$ cat src/rtl/uart_pkg.sv
`default_nettype none
// ============================================================================
// Module      : uart_pkg
// Description : Shared UART constants, default divisor widths and oversample
//               modulus helpers.
// Revision    : 1.0 - initial release
// ============================================================================
package uart_pkg;

    localparam int DEFAULT_DIV_W  = 16;
    localparam int DEFAULT_FRAC_W = 4;

    localparam logic OSR_16X = 1'b0;
    localparam logic OSR_8X  = 1'b1;

    // Oversample ticks per bit for the selected ratio.
    function automatic logic [4:0] os_modulus(input logic osr_sel);
        return (osr_sel == OSR_8X) ? 5'd8 : 5'd16;
    endfunction

    // Last os_cnt value before the wrap (N-1).
    function automatic logic [3:0] os_last(input logic osr_sel);
        return 4'(os_modulus(osr_sel) - 5'd1);
    endfunction

    // os_cnt value whose following tick lands on mid-bit (N/2-1).
    function automatic logic [3:0] os_mid_last(input logic osr_sel);
        return 4'((os_modulus(osr_sel) >> 1) - 5'd1);
    endfunction

endpackage
`default_nettype wire

$ cat src/rtl/frac_div.sv
`default_nettype none
// ============================================================================
// Module      : frac_div
// Description : Integer-plus-fraction clock divider producing the oversample
//               tick. Period alternates between div_int and div_int+1 so the
//               mean is div_int + div_frac/2^FRAC_W clk cycles.
// Revision    : 1.0 - initial release
// ============================================================================
module frac_div
    import uart_pkg::*;
#(
    parameter int DIV_W  = DEFAULT_DIV_W,
    parameter int FRAC_W = DEFAULT_FRAC_W
) (
    input  logic              clk,
    input  logic              rst_n,
    input  logic              en,
    input  logic              restart,
    input  logic [DIV_W-1:0]  div_int,
    input  logic [FRAC_W-1:0] div_frac,
    output logic              os_fire,
    output logic              tick_os
);

    localparam logic [DIV_W-1:0] c_one = {{(DIV_W-1){1'b0}}, 1'b1};

    logic [DIV_W-1:0] r_cnt;
    logic [FRAC_W-1:0] r_acc;
    logic             r_tick_os;
    logic [FRAC_W:0]  w_sum;
    logic [DIV_W-1:0] w_carry;

    // A tick fires when the down-counter is exhausted and nothing forces a restart.
    assign os_fire = en & ~restart & (r_cnt == '0);
    assign w_sum   = {1'b0, r_acc} + {1'b0, div_frac};
    assign w_carry = {{(DIV_W-1){1'b0}}, w_sum[FRAC_W]};
    assign tick_os = r_tick_os;

    // Down-counter with fractional accumulator; carry stretches the next period by one.
    always_ff @(posedge clk or negedge rst_n) begin
        if (!rst_n) begin
            r_cnt     <= '1;
            r_acc     <= '0;
            r_tick_os <= 1'b0;
        end else if (!en || restart) begin
            r_cnt     <= div_int - c_one;
            r_acc     <= '0;
            r_tick_os <= 1'b0;
        end else if (r_cnt == '0) begin
            r_cnt     <= div_int - c_one + w_carry;
            r_acc     <= w_sum[FRAC_W-1:0];
            r_tick_os <= 1'b1;
        end else begin
            r_cnt     <= r_cnt - c_one;
            r_tick_os <= 1'b0;
        end
    end

endmodule
`default_nettype wire

$ cat src/rtl/baud_gen_frac.sv
`default_nettype none
// ============================================================================
// Module      : baud_gen_frac
// Description : Fractional baud-rate generator. Shadowed config applied only
//               at a bit boundary or while idle, 8x/16x oversample counter,
//               bit and mid-bit ticks, resync and halt-on-zero-divisor.
// Revision    : 1.0 - initial release
// ============================================================================
module baud_gen_frac
    import uart_pkg::*;
#(
    parameter int DIV_W  = DEFAULT_DIV_W,
    parameter int FRAC_W = DEFAULT_FRAC_W
) (
    input  logic              clk,
    input  logic              rst_n,
    input  logic              en,
    input  logic              cfg_load,
    input  logic [DIV_W-1:0]  baud_div_int,
    input  logic [FRAC_W-1:0] baud_div_frac,
    input  logic              osr_sel,
    input  logic              resync,
    output logic              tick_os,
    output logic              tick_1x,
    output logic              tick_mid,
    output logic              cfg_pending,
    output logic              cfg_err
);

    logic [DIV_W-1:0]  r_sh_int;
    logic [FRAC_W-1:0] r_sh_frac;
    logic              r_sh_osr;
    logic              r_pending;
    logic [DIV_W-1:0]  r_act_int;
    logic [FRAC_W-1:0] r_act_frac;
    logic              r_act_osr;
    logic              r_err;
    logic [3:0]        r_os_cnt;
    logic              r_tick_1x;
    logic              r_tick_mid;

    logic              w_halt;
    logic              w_restart;
    logic              w_os_fire;
    logic              w_wrap;
    logic              w_mid;
    logic              w_apply;
    logic [DIV_W-1:0]  w_next_int;
    logic [FRAC_W-1:0] w_next_frac;
    logic              w_next_osr;

    assign w_halt    = (r_act_int == '0);
    assign w_restart = resync | w_halt;

    // Wrap/mid decode uses the ratio in force for the bit now ending.
    assign w_wrap = w_os_fire & (r_os_cnt == os_last(r_act_osr));
    assign w_mid  = w_os_fire & (r_os_cnt == os_mid_last(r_act_osr));

    // Shadow becomes active while idle or on the tick that closes a bit, so the
    // divider reload on that same edge already uses the new period.
    assign w_apply     = r_pending & (~en | w_wrap);
    assign w_next_int  = w_apply ? r_sh_int  : r_act_int;
    assign w_next_frac = w_apply ? r_sh_frac : r_act_frac;
    assign w_next_osr  = w_apply ? r_sh_osr  : r_act_osr;

    frac_div #(
        .DIV_W  (DIV_W),
        .FRAC_W (FRAC_W)
    ) u_frac_div (
        .clk      (clk),
        .rst_n    (rst_n),
        .en       (en),
        .restart  (w_restart),
        .div_int  (w_next_int),
        .div_frac (w_next_frac),
        .os_fire  (w_os_fire),
        .tick_os  (tick_os)
    );

    // Shadow capture; a fresh load wins over a simultaneous apply of the old one.
    always_ff @(posedge clk or negedge rst_n) begin
        if (!rst_n) begin
            r_sh_int  <= '0;
            r_sh_frac <= '0;
            r_sh_osr  <= OSR_16X;
            r_pending <= 1'b0;
        end else if (cfg_load) begin
            r_sh_int  <= baud_div_int;
            r_sh_frac <= baud_div_frac;
            r_sh_osr  <= osr_sel;
            r_pending <= 1'b1;
        end else if (w_apply) begin
            r_pending <= 1'b0;
        end
    end

    // Active config and error flag, updated together when the shadow is applied.
    always_ff @(posedge clk or negedge rst_n) begin
        if (!rst_n) begin
            r_act_int  <= '0;
            r_act_frac <= '0;
            r_act_osr  <= OSR_16X;
            r_err      <= 1'b0;
        end else begin
            r_act_int  <= w_next_int;
            r_act_frac <= w_next_frac;
            r_act_osr  <= w_next_osr;
            r_err      <= (w_next_int == '0);
        end
    end

    // Oversample counter and registered bit/mid-bit ticks.
    always_ff @(posedge clk or negedge rst_n) begin
        if (!rst_n) begin
            r_os_cnt   <= '0;
            r_tick_1x  <= 1'b0;
            r_tick_mid <= 1'b0;
        end else if (!en || w_restart) begin
            r_os_cnt   <= '0;
            r_tick_1x  <= 1'b0;
            r_tick_mid <= 1'b0;
        end else if (w_os_fire) begin
            r_os_cnt   <= w_wrap ? 4'd0 : r_os_cnt + 4'd1;
            r_tick_1x  <= w_wrap;
            r_tick_mid <= w_mid;
        end else begin
            r_tick_1x  <= 1'b0;
            r_tick_mid <= 1'b0;
        end
    end

    assign tick_1x     = r_tick_1x;
    assign tick_mid    = r_tick_mid;
    assign cfg_pending = r_pending;
    assign cfg_err     = r_err;

endmodule
`default_nettype wire

$ cat config.mk
export PLATFORM = sky130hd
export DESIGN_NAME = baud_gen_frac
export DESIGN_NICKNAME = d
export VERILOG_FILES = /design/src/rtl/uart_pkg.sv /design/src/rtl/frac_div.sv /design/src/rtl/baud_gen_frac.sv
export SDC_FILE = /design/constraint.sdc
export NUM_CORES = 1
export LEC_CHECK = 0
export BUFFER_PORTS_ARGS = -buffer_cell sky130_fd_sc_hd__buf_2
export CORE_MARGIN = 5
export CORE_UTILIZATION = 26
export DETAILED_ROUTE_END_ITERATION = 10
export PLACE_DENSITY_LB_ADDON = 0.25
export REMOVE_ABC_BUFFERS = 1
export SYNTH_ARGS = -nofsm -noshare
export SYNTH_HDL_FRONTEND = slang
export SYNTH_SLANG_ARGS = --single-unit
$ cat constraint.sdc
create_clock -name clk -period 11.35 [get_ports clk]
set_clock_uncertainty 0.05 [all_clocks]
set_input_delay 1.7025 -clock clk [delete_from_list [all_inputs] [get_ports clk]]
set_output_delay 1.7025 -clock clk [all_outputs]
set_load 0.02 [all_outputs]
# --- After elaboration in Yosys (flattened, before gate mapping) ---
# Index checks and enable logic that the tools add are counted.
totals:
  register_bits: 71
  output_inout_bits: 5
  elab_cells: 58
classes:
  addsub: 7
  eq_ne: 2
  mux: 18
  bitwise_logic: 9
  reduce_logical: 8
ops:
  columns: ["op", "count"]
  rows:
  - ["16-bit zero test", 3]
  - ["16-bit two-way mux", 3]
  - ["16-bit by 1-bit subtractor with 16-bit output, second input constant", 2]
  - ["4-bit two-way mux", 6]
  - ["16-bit by 1-bit adder with 16-bit output", 1]
  - ["4-bit == test", 2]
  - ["1-bit two-way mux", 8]
  - ["4-bit by 1-bit subtractor with 4-bit output, second input constant", 2]
  - ["2-bit nonzero test", 3]
  - ["4-bit by 4-bit adder with 5-bit output", 1]
  - ["1-bit bitwise AND", 5]
  - ["5-bit two-way mux", 1]
  - ["4-bit by 1-bit adder with 4-bit output, second input constant", 1]
  - ["1-bit inverter", 2]
  - ["1-bit OR", 2]
  - ["1-bit zero test", 1]
  - ["1-bit logical OR", 1]

# --- Logic depth before layout (Yosys ltp) ---
depth:
  depth_word: 13
  ltp_mapped: 24

# --- Modules after synthesis ---
# Synthesis repeated with hierarchy kept, for this count alone.
unflattened:
  hier_cells: 391
  area_unflattened_um2: 4221.5
modules_own_cells:
  columns: ["module", "n_inst", "cells_per_inst", "area_each_um2"]
  rows:
  - ["frac_div", 1, 260, 2127.0]
  - ["baud_gen_frac", 1, 131, 2094.5]

# --- Least setup slack after synthesis ---
# Ideal clock, no wire load.
synth_timing:
  path_type: "input port to flip-flop"
  from: "input port en"
  to: "register u_frac_div.r_cnt[12]"
  setup_time_ns: 0.087
  t_arrival_ns: 5.179
  setup_slack_ns: 6.033
  path_stages: 21
  n_path_buf: 4
  cell_sequence: "nand2b_1 -> clkbuf_1 -> nand2_1 -> clkbuf_1 -> clkbuf_1 -> nand2_1 -> nand2_1 -> ha_1 -> inv_1 -> fa_1 -> nor2b_1 -> o21ai_0 -> nand2b_1 -> ha_1 -> ha_1 -> nand3_1 -> or3_1 -> buf_2 -> or3b_4 -> nand3_2 -> o211ai_2"
synth_between:
  elab_chain_len: 10
synth_lines:
  columns: ["element", "line_no", "text"]
  rows:
  - ["start, declared", "baud_gen_frac.sv:17", "input logic en,"]
  - ["1-bit bitwise AND (2 in series)", "frac_div.sv:34", "assign os_fire = en & ~restart & (r_cnt == '0);"]
  - ["1-bit bitwise AND", "baud_gen_frac.sv:56", "assign w_wrap = w_os_fire & (r_os_cnt == os_last(r_act_osr));"]
  - ["1-bit OR *", "baud_gen_frac.sv:61", "assign w_apply = r_pending & (~en | w_wrap);"]
  - ["1-bit bitwise AND *", "baud_gen_frac.sv:61", null]
  - ["4-bit two-way mux *", "baud_gen_frac.sv:63", "assign w_next_frac = w_apply ? r_sh_frac : r_act_frac;"]
  - ["named net u_frac_div.div_frac[0]", "frac_div.sv:20", "input logic [FRAC_W-1:0] div_frac,"]
  - ["4-bit by 4-bit adder with 5-bit output *", "frac_div.sv:35", "assign w_sum = {1'b0, r_acc} + {1'b0, div_frac};"]
  - ["16-bit by 1-bit adder with 16-bit output *", "frac_div.sv:50", "r_cnt <= div_int - c_one + w_carry;"]
  - ["16-bit two-way mux *", "frac_div.sv:49", "end else if (r_cnt == '0) begin"]
  - ["16-bit two-way mux *", "frac_div.sv:45", "end else if (!en || restart) begin"]
  - ["end signal, assigned", "frac_div.sv:46", "r_cnt <= div_int - c_one;"]
  - ["end signal, assigned", "frac_div.sv:50", null]
  - ["end signal, assigned", "frac_div.sv:54", "r_cnt <= r_cnt - c_one;"]
  - ["end, declared", "frac_div.sv:27", "logic [DIV_W-1:0] r_cnt;"]
# Mark *: on every way through the listed nets, which the timed path passes. The rest lies on a longest branch.
# A chain may end at the register's enable or synchronous reset.

# --- Final worst setup path ---
layout_timing:
  from: "register r_act_int[2]"
  to: "register u_frac_div.r_cnt[15]"
layout_between:
  elab_chain_len: 13
layout_lines:
  columns: ["element", "line_no", "text"]
  rows:
  - ["start, declared", "baud_gen_frac.sv:34", "logic [DIV_W-1:0] r_act_int;"]
  - ["start signal, assigned", "baud_gen_frac.sv:105", "r_act_int <= w_next_int;"]
  - ["16-bit zero test", "baud_gen_frac.sv:52", "assign w_halt = (r_act_int == '0);"]
  - ["1-bit OR", "baud_gen_frac.sv:53", "assign w_restart = resync | w_halt;"]
  - ["1-bit inverter", "frac_div.sv:34", null]
  - ["1-bit bitwise AND (2 in series)", "frac_div.sv:34", null]
  - ["1-bit bitwise AND", "baud_gen_frac.sv:56", null]
  - ["1-bit OR", "baud_gen_frac.sv:61", null]
  - ["1-bit bitwise AND", "baud_gen_frac.sv:61", null]
  - ["16-bit two-way mux or 4-bit two-way mux (tied branches)", "baud_gen_frac.sv:62, baud_gen_frac.sv:63", null]
  - ["16-bit by 1-bit subtractor with 16-bit output or 4-bit by 4-bit adder with 5-bit output (tied branches)", "frac_div.sv:46, frac_div.sv:50, frac_div.sv:35", null]
  - ["16-bit by 1-bit adder with 16-bit output", "frac_div.sv:50", null]
  - ["16-bit two-way mux", "frac_div.sv:49", null]
  - ["16-bit two-way mux *", "frac_div.sv:45", null]
# Every way passes the cells marked *; elsewhere a longest branch is shown, timed or not.

==> metrics.md <==
| Metric | Value |
|---|---|
| CP Max Fanout | 24 |
| Post-DP HPWL | between 8000 and 9000 um |
| P_leak | 2.078 nW |
| Setup Fix Bufs, Post-CTS | 0 |
| Power per cell area | about 160 nW/um2 |
| Final ANT Viol Nets | 0 |
| Post-route minimum period | between 5 and 6 ns |
| TritonRoute pass-1 iters | 4 |
| RR Endpoint | u_frac_div.r_cnt[15]$_DFF_PN1_ |
| Average wire per standard cell | about 16 um |
| Gr ovfl total | 0 |
| Min-Delay Path Class | register to register |
| Arrival @ worst endpoint | approximately 6 ns |
| Worst VDD drop | approximately 0.076 mV |
| Worst setup EP type | register |
| Yosys reg bits | 71 |
| Core Region | roughly 17000 um2 |
| Die W | approximately 140 um |
| Initial core utilization | 0.2667 |
| Antenna diodes | 0 |
| Layout cells sized above 1 | 0.1950 |
| Origin of the worst min-delay path | r_sh_osr$_DFFE_PN0P_ |
| # rows | between 40 and 50 |
| DR vias | roughly 3700 |
| Ys Warns | 0 |
| Worst-case reg-to-reg path depth | 16 |
| CTS Hold Bufs | 0 |
| Post-CTS Resized | 0 |
| Ys flop type | dfrtp_1 |
| Sum Neg Setup Slack | 0 ns |
| Fin worst setup slack | ~5.7 ns |
| Mapped Area | ~4400 um2 |
| Initial drt markers | about 210 |
| Worst path required time | 11.56 ns |
| Synth cell types | 61 |
| Reg2reg start | r_act_int[2]$_DFF_PN0_ |
| Vias in the first global route | roughly 3500 |
| Clock power share | 0.362 |
| Clock tree buffer depth | 2 |
| Most common cell after layout, fill and taps aside | nand2_1 |
| Reg clk slew, reported paths | around 0.06 ns |
| Max transition margin | 0.3478 |
| Pre-CTS WS | around 5.4 ns |
| First-pass GRT wire length | 19260 um |
| Int Pwr | ~0.54 mW |
| Worst slew pin tran | about 0.98 ns |
| Htree depth | 3 |
| Period utilisation layout | 0.4974 |
| Sequential share of power | 0.429 |
| Switching pwr | about 0.25 mW |
| Hold Crit Endpoint | r_act_osr$_DFFE_PN0N_ |
| R2r setup slk | about 5.7 ns |
| IO Count | 31 |
| Initial antenna violation count | 0 |
| Syn Inst Count | between 400 and 500 |
| Part of the power in combinational logic | 0.209 |
| Most frequent cells in the layout | 80 x nand2_1, 55 x dfrtp_1, 42 x nor2_1, 38 x a21oi_1, 30 x buf_2 |
| Fin nets | 554 |
| RD Place Congestion | between 0.8 and 0.9 |
| Area delta synth->final | 14.74% |
| Critical path class | register to register |
| Fin. Hold Viols | 0 |
| RSZ-0062 raised after global routing | false |
| Skew-Pair Late Insertion Delay | roughly 0.34 ns |
| Max-cap violations | 0 |
| Fmax achieved | between 150 and 200 MHz |
| Switching share of power | 0.3131 |
| Critical Path Start Type | register |
| Post-synth EDFFs | 0 |
| Outcome | complete, no violations |
| Detailed Route WL | between 10000 and 15000 um |
| Final setup viols | 0 |
| Die Ht | about 140 um |
| CTS Sinks | 71 |
| Drt drc | 0 |
| Die ar. | roughly 20000 um2 |
| IO Port Bufs | 30 |
| Hold path cells | 2 |
| Largest net degree at the start of global routing | slightly above 70 |
| CTS tree | done |
| Sequential fraction of the synthesis area | 0.4047 |
| Total GRT Usage | 0.1203 |
| CTS root buf | clkbuf_16 |
| Fillers | between 1500 and 2000 |
| Final slew viol count | 0 |
| Post-synthesis async set-or-reset flop share | 1.000 |
| CTS buffer count | 9 |
| Syn avg cell area | approximately 8.9 um2 |
| DR vias/cell | slightly below 5 |
==> worst max path at each step <==
stage / from / end / slack, ns / cells past startpoint
after floorplan: resync / u_frac_div.r_cnt[15]$_DFF_PN1_ / 5.93 / 14
after global placement: en / u_frac_div.r_cnt[15]$_DFF_PN1_ / 5.54 / 17
after global routing: r_act_int[2]$_DFF_PN0_ / u_frac_div.r_cnt[15]$_DFF_PN1_ / 5.27 / 16
after detailed placement: en / u_frac_div.r_cnt[15]$_DFF_PN1_ / 5.43 / 17
after CTS: r_act_int[2]$_DFF_PN0_ / u_frac_div.r_cnt[15]$_DFF_PN1_ / 5.69 / 16
final: r_act_int[2]$_DFF_PN0_ / u_frac_div.r_cnt[15]$_DFF_PN1_ / 5.70 / 16
==> per-stage QoR <==
stage / utilization / power, mW / instances / hold slack [ns] / cell area, um2
final: 0.3061 / 0.7901 / 743 / 0.4215 / 5094
after global placement: 0.2880 / 0.5045 / 727 / 0.4149 / 4793
after global routing: 0.3061 / 0.8336 / 743 / 0.4691 / 5094
after floorplan: - / 0.4492 / 474 / 0.3877 / 4345
after detailed placement: 0.2880 / 0.5072 / 727 / 0.4108 / 4793
after CTS: 0.3061 / 0.7974 / 743 / 0.4241 / 5094
==> per-layer routing <==
metal / up-vias / track usage / share of wire
li1: 1810 / - / -
met1: 1747 / 0.1784 / 0.49
met2: 87 / 0.1774 / 0.44
met3: 13 / 0.02370 / 0.050
met4: 0 / 0.03366 / 0.011
met5: - / 0 / 0
==> flip-flops by register name, indices dropped and copies added (netlist names), 4 cells and up, named ones only <==
name              cells
u_frac_div.r_cnt     16
r_act_frac            4
u_frac_div.r_acc      4
r_sh_int             16
r_os_cnt              4
r_act_int            15
r_sh_frac             4
==> worst max-delay path, cell delays in order (launching register included) <==
cell and delay, ns:
dfrtp_1 0.45, or4_1 0.71, or4_4 0.52, o2111a_2 0.36, nor2_2 0.09, buf_4 0.28
mux2i_1 0.28, ha_1 0.24, or3b_2 0.55, or3_1 0.39, xor2_1 0.19, nor3_1 0.33
a32oi_1 0.27, nor4_2 0.38, nand3_1 0.15, mux2i_1 0.15, a21oi_1 0.18
==> final cells by class <==
type,instances,area (um2),share of cell area
inverter,15,56.30,0.01105
tap,220,275.3,0.05404
clock buffer,12,246.5,0.04839
clock inverter,4,53.80,0.01056
multi-input combinational,388,2492,0.4893
timing repair buffer,33,172.7,0.03390
sequential,71,1797,0.3527
==> power groups by stage <==
stage	clock [mW]	combinational (mW)	sequential (mW)
5_1_grt	0.303	0.186	0.345
3_3_place_gp	0	0.163	0.341
4_1_cts	0.293	0.165	0.339
3_5_place_dp	0	0.164	0.343
6_report	0.286	0.165	0.339
2_1_floorplan	0	0.120	0.329
==> cells in the mapped netlist, types with 2 or more instances <==
master / instances / area share
a21o_1: 2 / 0.0034
o21bai_1: 2 / 0.0034
mux2_2: 22 / 0.056
nand2_1: 80 / 0.068
nand2b_1: 4 / 0.0056
and2_1: 2 / 0.0028
dfrtp_1: 55 / 0.31
and3_1: 4 / 0.0056
nor2_1: 42 / 0.036
and4_1: 2 / 0.0039
a211oi_1: 4 / 0.0068
dfstp_2: 16 / 0.095
ha_1: 9 / 0.025
nand4b_1: 2 / 0.0039
inv_1: 15 / 0.013
clkbuf_1: 18 / 0.015
a31oi_1: 3 / 0.0042
nor3_1: 23 / 0.026
nor4_1: 10 / 0.014
o31ai_1: 2 / 0.0034
nor2b_1: 4 / 0.0056
mux2i_1: 12 / 0.027
buf_2: 3 / 0.0034
nor3b_1: 4 / 0.0068
o22ai_1: 7 / 0.0099
nor4b_1: 3 / 0.0059
nand3_1: 13 / 0.015
or4_1: 7 / 0.012
xor2_1: 16 / 0.032
o32ai_1: 2 / 0.0039
nand4_1: 2 / 0.0028
xnor2_1: 21 / 0.041
nand3_2: 2 / 0.0045
o21ai_0: 13 / 0.015
or3_1: 7 / 0.0099
buf_1: 3 / 0.0025
a21oi_1: 38 / 0.043
==> cell families (layout without fill, tap and decap cells) <==
kind of cell | count (synthesis) | count (layout) | synth area share
AOI/OAI and AO/OA | 86 | 86 | 0.1249
xor gates and xnor gates | 38 | 38 | 0.07666
adders and majority gates | 10 | 10 | 0.02988
buffers and inverters | 39 | 64 | 0.03382
DFF | 71 | 71 | 0.4047
muxes | 34 | 34 | 0.08287
and+or+nand+nor | 220 | 220 | 0.2472
No activity file was read; power rests on OpenSTA's default activity.
